<file path="src/rtl/fetch_unit_if.sv">
// Instruction-fetch handshake bundle: memory request/response plus the
// decoder-facing held-instruction handshake and branch/jump decisions.
interface fetch_unit_if;
  logic        imem_req;
  logic [31:0] imem_addr;
  logic        imem_ack;
  logic [31:0] imem_rdata;
  logic [31:0] instr;
  logic        instr_valid;
  logic        instr_ready;
  logic        dobranch;
  logic        dojump;

  modport master (
    output imem_req, imem_addr, instr, instr_valid,
    input  imem_ack, imem_rdata, instr_ready, dobranch, dojump
  );

  modport slave (
    input  imem_req, imem_addr, instr, instr_valid,
    output imem_ack, imem_rdata, instr_ready, dobranch, dojump
  );
endinterface

</file>
<file path="src/rtl/fetch_unit.sv">
// Single-outstanding instruction fetcher: requests the word at pc, holds it
// for the decoder, and redirects pc on the accept cycle (jump > branch > +4).
module fetch_unit #(
  parameter logic [31:0] RESET_PC = 32'h0000_0000
) (
  input  logic               clk,
  input  logic               reset,
  fetch_unit_if.master       bus,
  output logic [31:0]        pc,
  output logic [31:0]        pcplus4,
  output logic [31:0]        retired
);

  typedef enum logic [1:0] {
    IDLE  = 2'd0,
    FETCH = 2'd1,
    HOLD  = 2'd2
  } state_t;

  state_t      state;
  state_t      state_nxt;
  logic        accept;
  logic        capture;
  logic [31:0] instr_q;
  logic [31:0] pc_nxt;

  function automatic logic [31:0] branch_target(input logic [31:0] base,
                                                input logic [15:0] imm);
    return base + {{14{imm[15]}}, imm, 2'b00};
  endfunction

  function automatic logic [31:0] jump_target(input logic [31:0] base,
                                              input logic [25:0] idx);
    return {base[31:28], idx, 2'b00};
  endfunction

  always_comb begin
    state_nxt = state;
    case (state)
      IDLE:    state_nxt = FETCH;
      FETCH:   if (bus.imem_ack)    state_nxt = HOLD;
      HOLD:    if (bus.instr_ready) state_nxt = FETCH;
      default: state_nxt = IDLE;
    endcase
  end

  assign accept  = (state == HOLD)  && bus.instr_ready;
  assign capture = (state == FETCH) && bus.imem_ack;
  assign pcplus4 = pc + 32'd4;

  // Redirect decisions only matter on accept; jump overrides branch.
  always_comb begin
    pc_nxt = pcplus4;
    if (bus.dojump)
      pc_nxt = jump_target(pcplus4, instr_q[25:0]);
    else if (bus.dobranch)
      pc_nxt = branch_target(pcplus4, instr_q[15:0]);
  end

  always_ff @(posedge clk) begin
    if (!reset) begin
      state   <= IDLE;
      pc      <= {RESET_PC[31:2], 2'b00};
      instr_q <= 32'h0;
      retired <= 32'h0;
    end else begin
      state <= state_nxt;
      if (capture)
        instr_q <= bus.imem_rdata;
      if (accept) begin
        pc      <= pc_nxt;
        retired <= retired + 32'd1;
      end
    end
  end

  assign bus.imem_req    = (state == FETCH);
  assign bus.imem_addr   = pc;
  assign bus.instr       = instr_q;
  assign bus.instr_valid = (state == HOLD);

endmodule

</file>
<file path="src/flat_wrapper.sv">
// flat-port wrapper written by rule: the top's interface ports become plain ports
module fetch_unit_flat 
#(
  parameter logic [31:0] RESET_PC = 32'h0000_0000
)
  (clk, reset, pc, pcplus4, retired, bus_imem_req, bus_imem_addr, bus_instr, bus_instr_valid, bus_imem_ack, bus_imem_rdata, bus_instr_ready, bus_dobranch, bus_dojump);
  fetch_unit_if bus_i ();
  input  logic clk;
  input  logic reset;
  output logic [31:0] pc;
  output logic [31:0] pcplus4;
  output logic [31:0] retired;
  output wire logic [$bits(bus_i.imem_req)-1:0] bus_imem_req;
  output wire logic [$bits(bus_i.imem_addr)-1:0] bus_imem_addr;
  output wire logic [$bits(bus_i.instr)-1:0] bus_instr;
  output wire logic [$bits(bus_i.instr_valid)-1:0] bus_instr_valid;
  input wire logic [$bits(bus_i.imem_ack)-1:0] bus_imem_ack;
  input wire logic [$bits(bus_i.imem_rdata)-1:0] bus_imem_rdata;
  input wire logic [$bits(bus_i.instr_ready)-1:0] bus_instr_ready;
  input wire logic [$bits(bus_i.dobranch)-1:0] bus_dobranch;
  input wire logic [$bits(bus_i.dojump)-1:0] bus_dojump;
  assign bus_imem_req = bus_i.imem_req;
  assign bus_imem_addr = bus_i.imem_addr;
  assign bus_instr = bus_i.instr;
  assign bus_instr_valid = bus_i.instr_valid;
  assign bus_i.imem_ack = bus_imem_ack;
  assign bus_i.imem_rdata = bus_imem_rdata;
  assign bus_i.instr_ready = bus_instr_ready;
  assign bus_i.dobranch = bus_dobranch;
  assign bus_i.dojump = bus_dojump;
  fetch_unit #(.RESET_PC(RESET_PC)) u_core (.clk(clk), .reset(reset), .bus(bus_i), .pc(pc), .pcplus4(pcplus4), .retired(retired));
endmodule
</file>
<file path="config.mk">
export PLATFORM = sky130hd
export DESIGN_NAME = fetch_unit_flat
export DESIGN_NICKNAME = d
export VERILOG_FILES = /design/src/rtl/fetch_unit_if.sv /design/src/rtl/fetch_unit.sv /design/src/flat_wrapper.sv
export SDC_FILE = /design/constraint.sdc
export NUM_CORES = 1
export LEC_CHECK = 0
export CELL_PAD_IN_SITES_DETAIL_PLACEMENT = 0
export CELL_PAD_IN_SITES_GLOBAL_PLACEMENT = 1
export CORE_ASPECT_RATIO = 1.5
export CORE_UTILIZATION = 29
export CTS_CLUSTER_SIZE = 10
export DETAILED_ROUTE_END_ITERATION = 10
export GPL_TIMING_DRIVEN = 0
export PLACE_DENSITY_LB_ADDON = 0.1
export SLEW_MARGIN = 5
export SYNTH_ARGS = -nofsm -noshare
export SYNTH_HDL_FRONTEND = slang
export SYNTH_SLANG_ARGS = --single-unit
</file>
<file path="constraint.sdc">
create_clock -name clk -period 6.5 [get_ports clk]
set_input_delay 0.65 -clock clk [delete_from_list [all_inputs] [get_ports clk]]
set_output_delay 0.65 -clock clk [all_outputs]
set_load 0.02 [all_outputs]
</file>
=== Yosys cells after proc, flatten, opt, wreduce, memory -nomap -nowiden ===
Index checks and enable logic that the tools add are counted.

* Bits in registers: 98
* Input port bits: 38
* Output and inout bits: 162

* Add/subtract/negate cells: 3
* Eq/ne operators: 4
* Multiplexer cells: 5
* Reductions and logical operators: 4

{| class="wikitable"
|+ Operators with widths
! kind !! count
|-
| 32-bit two-way mux || 2
|-
| 32-bit by 1-bit adder with 32-bit output (second input constant) || 1
|-
| 32-bit by 3-bit adder with 32-bit output (second input constant) || 1
|-
| 32-bit adder || 1
|-
| 2-bit case mux with 3 select lines || 1
|-
| 2-bit two-way mux || 2
|-
| 2-bit by 1-bit != test with 1-bit output (second input constant) || 2
|-
| 2-bit by 1-bit equality test with 1-bit output (second input constant) || 1
|-
| 2-bit equality test (second input constant) || 1
|-
| 1-bit logical AND || 2
|-
| 2-bit zero test || 1
|-
| 2-bit AND reduction || 1
|}

=== Logic depth before layout (Yosys ltp) ===
* Depth in word-level cells: 4
* Mapped depth: 16
* Gate-level depth less buffers: 16

=== Least setup slack after synthesis ===
Ideal clock, no wire load.

* Path kind: register to register
* From: register u_core.pc[11], in the netlist u_core.bus.imem_addr[11]
* To: register u_core.pc[31], in the netlist u_core.bus.imem_addr[31]
* Library setup time: 0.126 ns
* Data arrival time: 3.778 ns
* Required time: 6.374 ns
* Slack: 2.596 ns
* Cell stages (with the launch flop): 17
* Buffers on the path: 1
* Path through: dfxtp_1 -> and4_1 -> nand3_1 -> nor3_1 -> nand4_1 -> xnor2_1 -> ha_1 -> clkbuf_1 -> a21oi_1 -> o221ai_1 -> a211oi_1 -> nand2_1 -> o211ai_1 -> nor3b_1 -> o31ai_1 -> xor2_1 -> o21ai_1

* Longest elaborated chain between the ends: 4

{| class="wikitable"
|+ RTL lines
! element !! RTL line !! RTL
|-
| start: declaration || fetch_unit.sv:9 || <nowiki>output logic [31:0] pc,</nowiki>
|-
| start signal: assignment || fetch_unit.sv:63 || <nowiki>pc <= {RESET_PC[31:2], 2'b00};</nowiki>
|-
| start signal: assignment || fetch_unit.sv:71 || <nowiki>pc <= pc_nxt;</nowiki>
|-
| 32-bit by 3-bit adder with 32-bit output || fetch_unit.sv:49 || <nowiki>assign pcplus4 = pc + 32'd4;</nowiki>
|-
| via pcplus4[22] || flat_wrapper.sv:11 || <nowiki>output logic [31:0] pcplus4;</nowiki>
|-
| 32-bit adder || fetch_unit.sv:29 || <nowiki>return base + {{14{imm[15]}}, imm, 2'b00};</nowiki>
|-
| 32-bit two-way mux || fetch_unit.sv:56 || <nowiki>else if (bus.dobranch)</nowiki>
|-
| 32-bit two-way mux || fetch_unit.sv:54 || <nowiki>if (bus.dojump)</nowiki>
|}

The timed path passes the listed nets, and every way through them passes these cells.
A chain may end at the register's enable or synchronous reset.

=== Worst setup path after layout ===
* From: register u_core.pc[2], in the netlist u_core.bus.imem_addr[2]
* To: register u_core.pc[31], in the netlist u_core.bus.imem_addr[31]

* Longest elaborated chain between the ends: 4

{| class="wikitable"
|+ RTL lines
! element !! RTL line
|-
| 32-bit by 3-bit adder with 32-bit output * || fetch_unit.sv:49
|-
| 32-bit adder || fetch_unit.sv:29
|-
| 32-bit two-way mux || fetch_unit.sv:56
|-
| 32-bit two-way mux * || fetch_unit.sv:54
|}

Every way passes the cells marked *; elsewhere a longest branch is shown, timed or not.

==> results by group <==
Yosys
  • Yosys reg bits: 96
  • Top_reg_cell synth: dfxtp_1
  • Synth area leaders: dfxtp_1 29%, nand2_1 7.5%, xnor2_1 7.5%
  • Synthesized area: 0.006619 mm²
  • Post-synth EDFFs: 0
  • Ys Warns: 0
  • Post-synth top area cell: dfxtp_1
  • Synth top area share: 0.2904
  • Sequential fraction of the synthesis area: 0.2904
  • Asr flop ratio synth: 0
  • Mapped Cells: 836
  • Number of library cell types mapped by synthesis: 66
  • Syn avg cell area: 7.917 µm²

STA
  • F_max: 0.2199 GHz
  • Final setup violation count: 0
  • Final period util: 0.6996
  • Final hold slack: 467.9 ps
  • Fin crit period: 4548 ps
  • Worst-Margin Slew: 1089 ps
  • Final slew viol count: 0
  • Final WS setup: 1952 ps
  • RSZ-0062 raised after global routing: false
  • TNS Setup: 0 ps
  • Worst Skew: 10.51 ps
  • Hold Violations, Final: 0
  • Slew margin rel.: 0.2731

Clock tree
  • Inserted Clock Buffers: 9
  • Post-CTS setup buffer count: 0
  • Clock Sinks: 96
  • H-tree Lvls: 3
  • CTS root buf: clkbuf_16
  • Post-CTS sizing: 0
  • Worst-skew pair later-pin latency: 360 ps
  • CTS clk-pin slew, worst paths: 80 ps
  • CTS tree: built
  • CTS Buffer Depth: 2
  • Cts hold-fix bufs: 0

Die
  • Effective utilization at floorplan: 0.2957
  • Num rows: 67
  • Die Width: 125.4 µm
  • Top Ports: 200
  • Core box area: 0.02238 mm²
  • Die height: 187.0 µm
  • Die ar.: 0.02344 mm²

Power
  • Internal: 999.1 µW
  • Leakage power: 0.003598 µW
  • Power share of the combinational group: 0.140
  • Power density cells: 152.6 mW/mm²
  • Clock group share of total power: 0.422
  • Seq pwr share: 0.438
  • Switch Pwr: 410.6 µW
  • Total power: 1410 µW
  • Switch share: 0.2913
  • Max VDD drop: 0.1306 mV

Worst hold path
  • Min-delay src: u_core.bus.instr[26]
  • Hold Path Sink: u_core.bus.instr[26]
  • HP Class: reg2reg
  • Hold Path Cell Cnt: 2

Finish
  • Fill cells: 2321
  • Nets: 1121
  • Diodes inserted: 0
  • P&R area growth vs syn: 39.55%
  • Layout cells sized above 1: 0.06381
  • Multi-input gate area: 0.004254 mm²
  • Design area: 0.009236 mm²
  • Reg area: 0.001922 mm²

Placement
  • Dpl ws: 1937 ps
  • GPL Wtd Cong: 0.8696
  • Port Buffers: 193
  • Post-DP HPWL: 18720 µm
  • Placed Area: 0.008915 mm²

Worst setup path
  • Critical path endpoint category: register
  • WP buf/inv: 1
  • Worst-path fanout max: 10
  • Reg-to-reg critical path endpoint: u_core.bus.imem_addr[31]
  • CP peak stage delay: 840 ps
  • Reg-to-Reg Start: u_core.bus.imem_addr[2]
  • Critical Path Start Type: register
  • CP delay by family, top: simple AND/OR/NAND/NOR gates
  • R2R depth: 15
  • CP required: 6720 ps
  • CP Class: reg2reg
  • CP max-delay cell: nor4_1
  • CP arrival: 4770 ps
  • Flop2flop setup slack: 1950 ps
  • CP Cell Sequence: ha_1, nand2_1, nor4_1, xor2_1, ha_1, clkbuf_1, a21o_1, a21o_1, a21oi_1, nand2_1, o211ai_1, nor3b_1, o31ai_1, xor2_1, o21ai_1

Detailed routing
  • DR vias: 6579
  • Vias per inst: 4.962
  • Drc violations: 14
  • Antenna Nets Post-Route: 0
  • DR iter-0 viols: 318
  • 1st-pass router iterations: 9
  • Avg WL per Cell: 18.16 µm
  • Final wirelength: 24080 µm

GRT
  • Global route overflow: 0
  • First-pass GRT wire length: 37660 µm
  • Initial antenna violation count: 0
  • Gr usage total: 0.2086
  • Largest net degree at the start of global routing: 27
  • Vias in the first global route: 6446

Run status
  • Status: complete, but fails checks
  • Failing checks: design-rule violations

Run
  • Max cap viols: 0
tightest hold or removal path, cell delays in order (launching register included):
cell      delay (ps)
dfxtp_1          310
nand2_1           50
a21boi_0          60
through the flow:
step,util,instances
after global placement,0.3983,1310
after floorplan,-,841
after CTS,0.4127,1326
final,0.4127,1326
after detailed placement,0.3983,1310
after global routing,0.4127,1326
final cells by class:
cell class,count,share of cell area
Multi-Input combinational cell,659,0.4606
Clock buffer,9,0.02438
Timing Repair Buffer,193,0.2092
Tap cell,276,0.03739
Buffer,70,0.04348
Clock inverter,7,0.01043
Inverter,16,0.006502
Sequential cell,96,0.2081
kinds of logic after synthesis:
group,count (synthesis),synth area share
xor+xnor,80,0.1059
mux,5,0.007562
buf+inv,86,0.06975
other cells,1,0.0005666
flops,96,0.2904
fa+ha+maj,38,0.07297
simple gates,319,0.2389
compound gates,211,0.2140
registers in the layout (all words and copies together) (netlist names):
register,count
u_core.state,2
u_core.retired,32
u_core.bus.imem_addr,30
u_core.bus.instr,32
Yosys cell counts (7+ instances only):
cell type  count
nor2b_1        9
dfxtp_1       96
nand3_1       34
a21boi_0      41
nand2_1      133
o21ai_0       41
clkbuf_1      29
nand4_1       12
and2_1        33
ha_1          37
nor3_1         7
a21o_1        20
xor2_1        23
xnor2_1       57
inv_1         15
buf_4         37
nor2_1        44
a211oi_1      11
o211ai_1      10
a21oi_1       33
and3_1        11
how the worst max path moves through the flow:
stage / startpoint / to / cells after the start
global placement: u_core.bus.imem_addr[2] / u_core.bus.imem_addr[31] / 15
global route: u_core.bus.imem_addr[2] / u_core.bus.imem_addr[31] / 15
finish: u_core.bus.imem_addr[2] / u_core.bus.imem_addr[31] / 15
detailed placement: u_core.bus.imem_addr[2] / u_core.bus.imem_addr[31] / 15
floorplan: u_core.bus.imem_addr[11] / u_core.bus.imem_addr[31] / 16
CTS: u_core.bus.imem_addr[2] / u_core.bus.imem_addr[31] / 15
power by group through the flow:
stage / Sequential (µW) / Clock (µW) / Combinational (µW)
3_3_place_gp: 632 / 0 / 199
4_1_cts: 618 / 618 / 200
3_5_place_dp: 632 / 0 / 199
6_report: 617 / 595 / 198
2_1_floorplan: 639 / 0 / 95.5
5_1_grt: 620 / 638 / 215
cells in the final DEF (no fill, tap or decap), drive strengths merged, types with 3 or more instances in the layout:
cell type / netlist / layout
and2: 33 / 33
a21o: 20 / 20
o21bai: 5 / 5
xnor2: 57 / 57
conb: 1 / 6
nor3: 7 / 7
nor3b: 3 / 3
buf: 41 / 41
nor4: 6 / 6
nor2: 46 / 46
o211ai: 10 / 10
clkdlybuf4s50: 0 / 193
a21oi: 33 / 33
nand4: 13 / 13
nand3: 34 / 34
o221ai: 6 / 6
mux2i: 5 / 5
nand2: 135 / 135
nand2b: 4 / 4
o22ai: 5 / 5
o21a: 6 / 6
xor2: 23 / 23
or3: 7 / 7
a211oi: 12 / 12
o21ai: 43 / 43
and3: 12 / 12
a21boi: 43 / 43
nor2b: 9 / 9
inv: 15 / 19
and4: 6 / 6
a22o: 3 / 3
o31ai: 4 / 4
clkbuf: 29 / 38
a31oi: 6 / 6
dfxtp: 96 / 96
ha: 37 / 37
metal layers:
metal / global-route usage / share of wire / wire length [µm]
met5: 0 / 0 / 0
met4: 0.06707 / 0.022 / 536
met2: 0.3820 / 0.52 / 12410
met3: 0.03776 / 0.045 / 1092
met1: 0.2425 / 0.42 / 10040
Power figures use the tool's default switching activity.
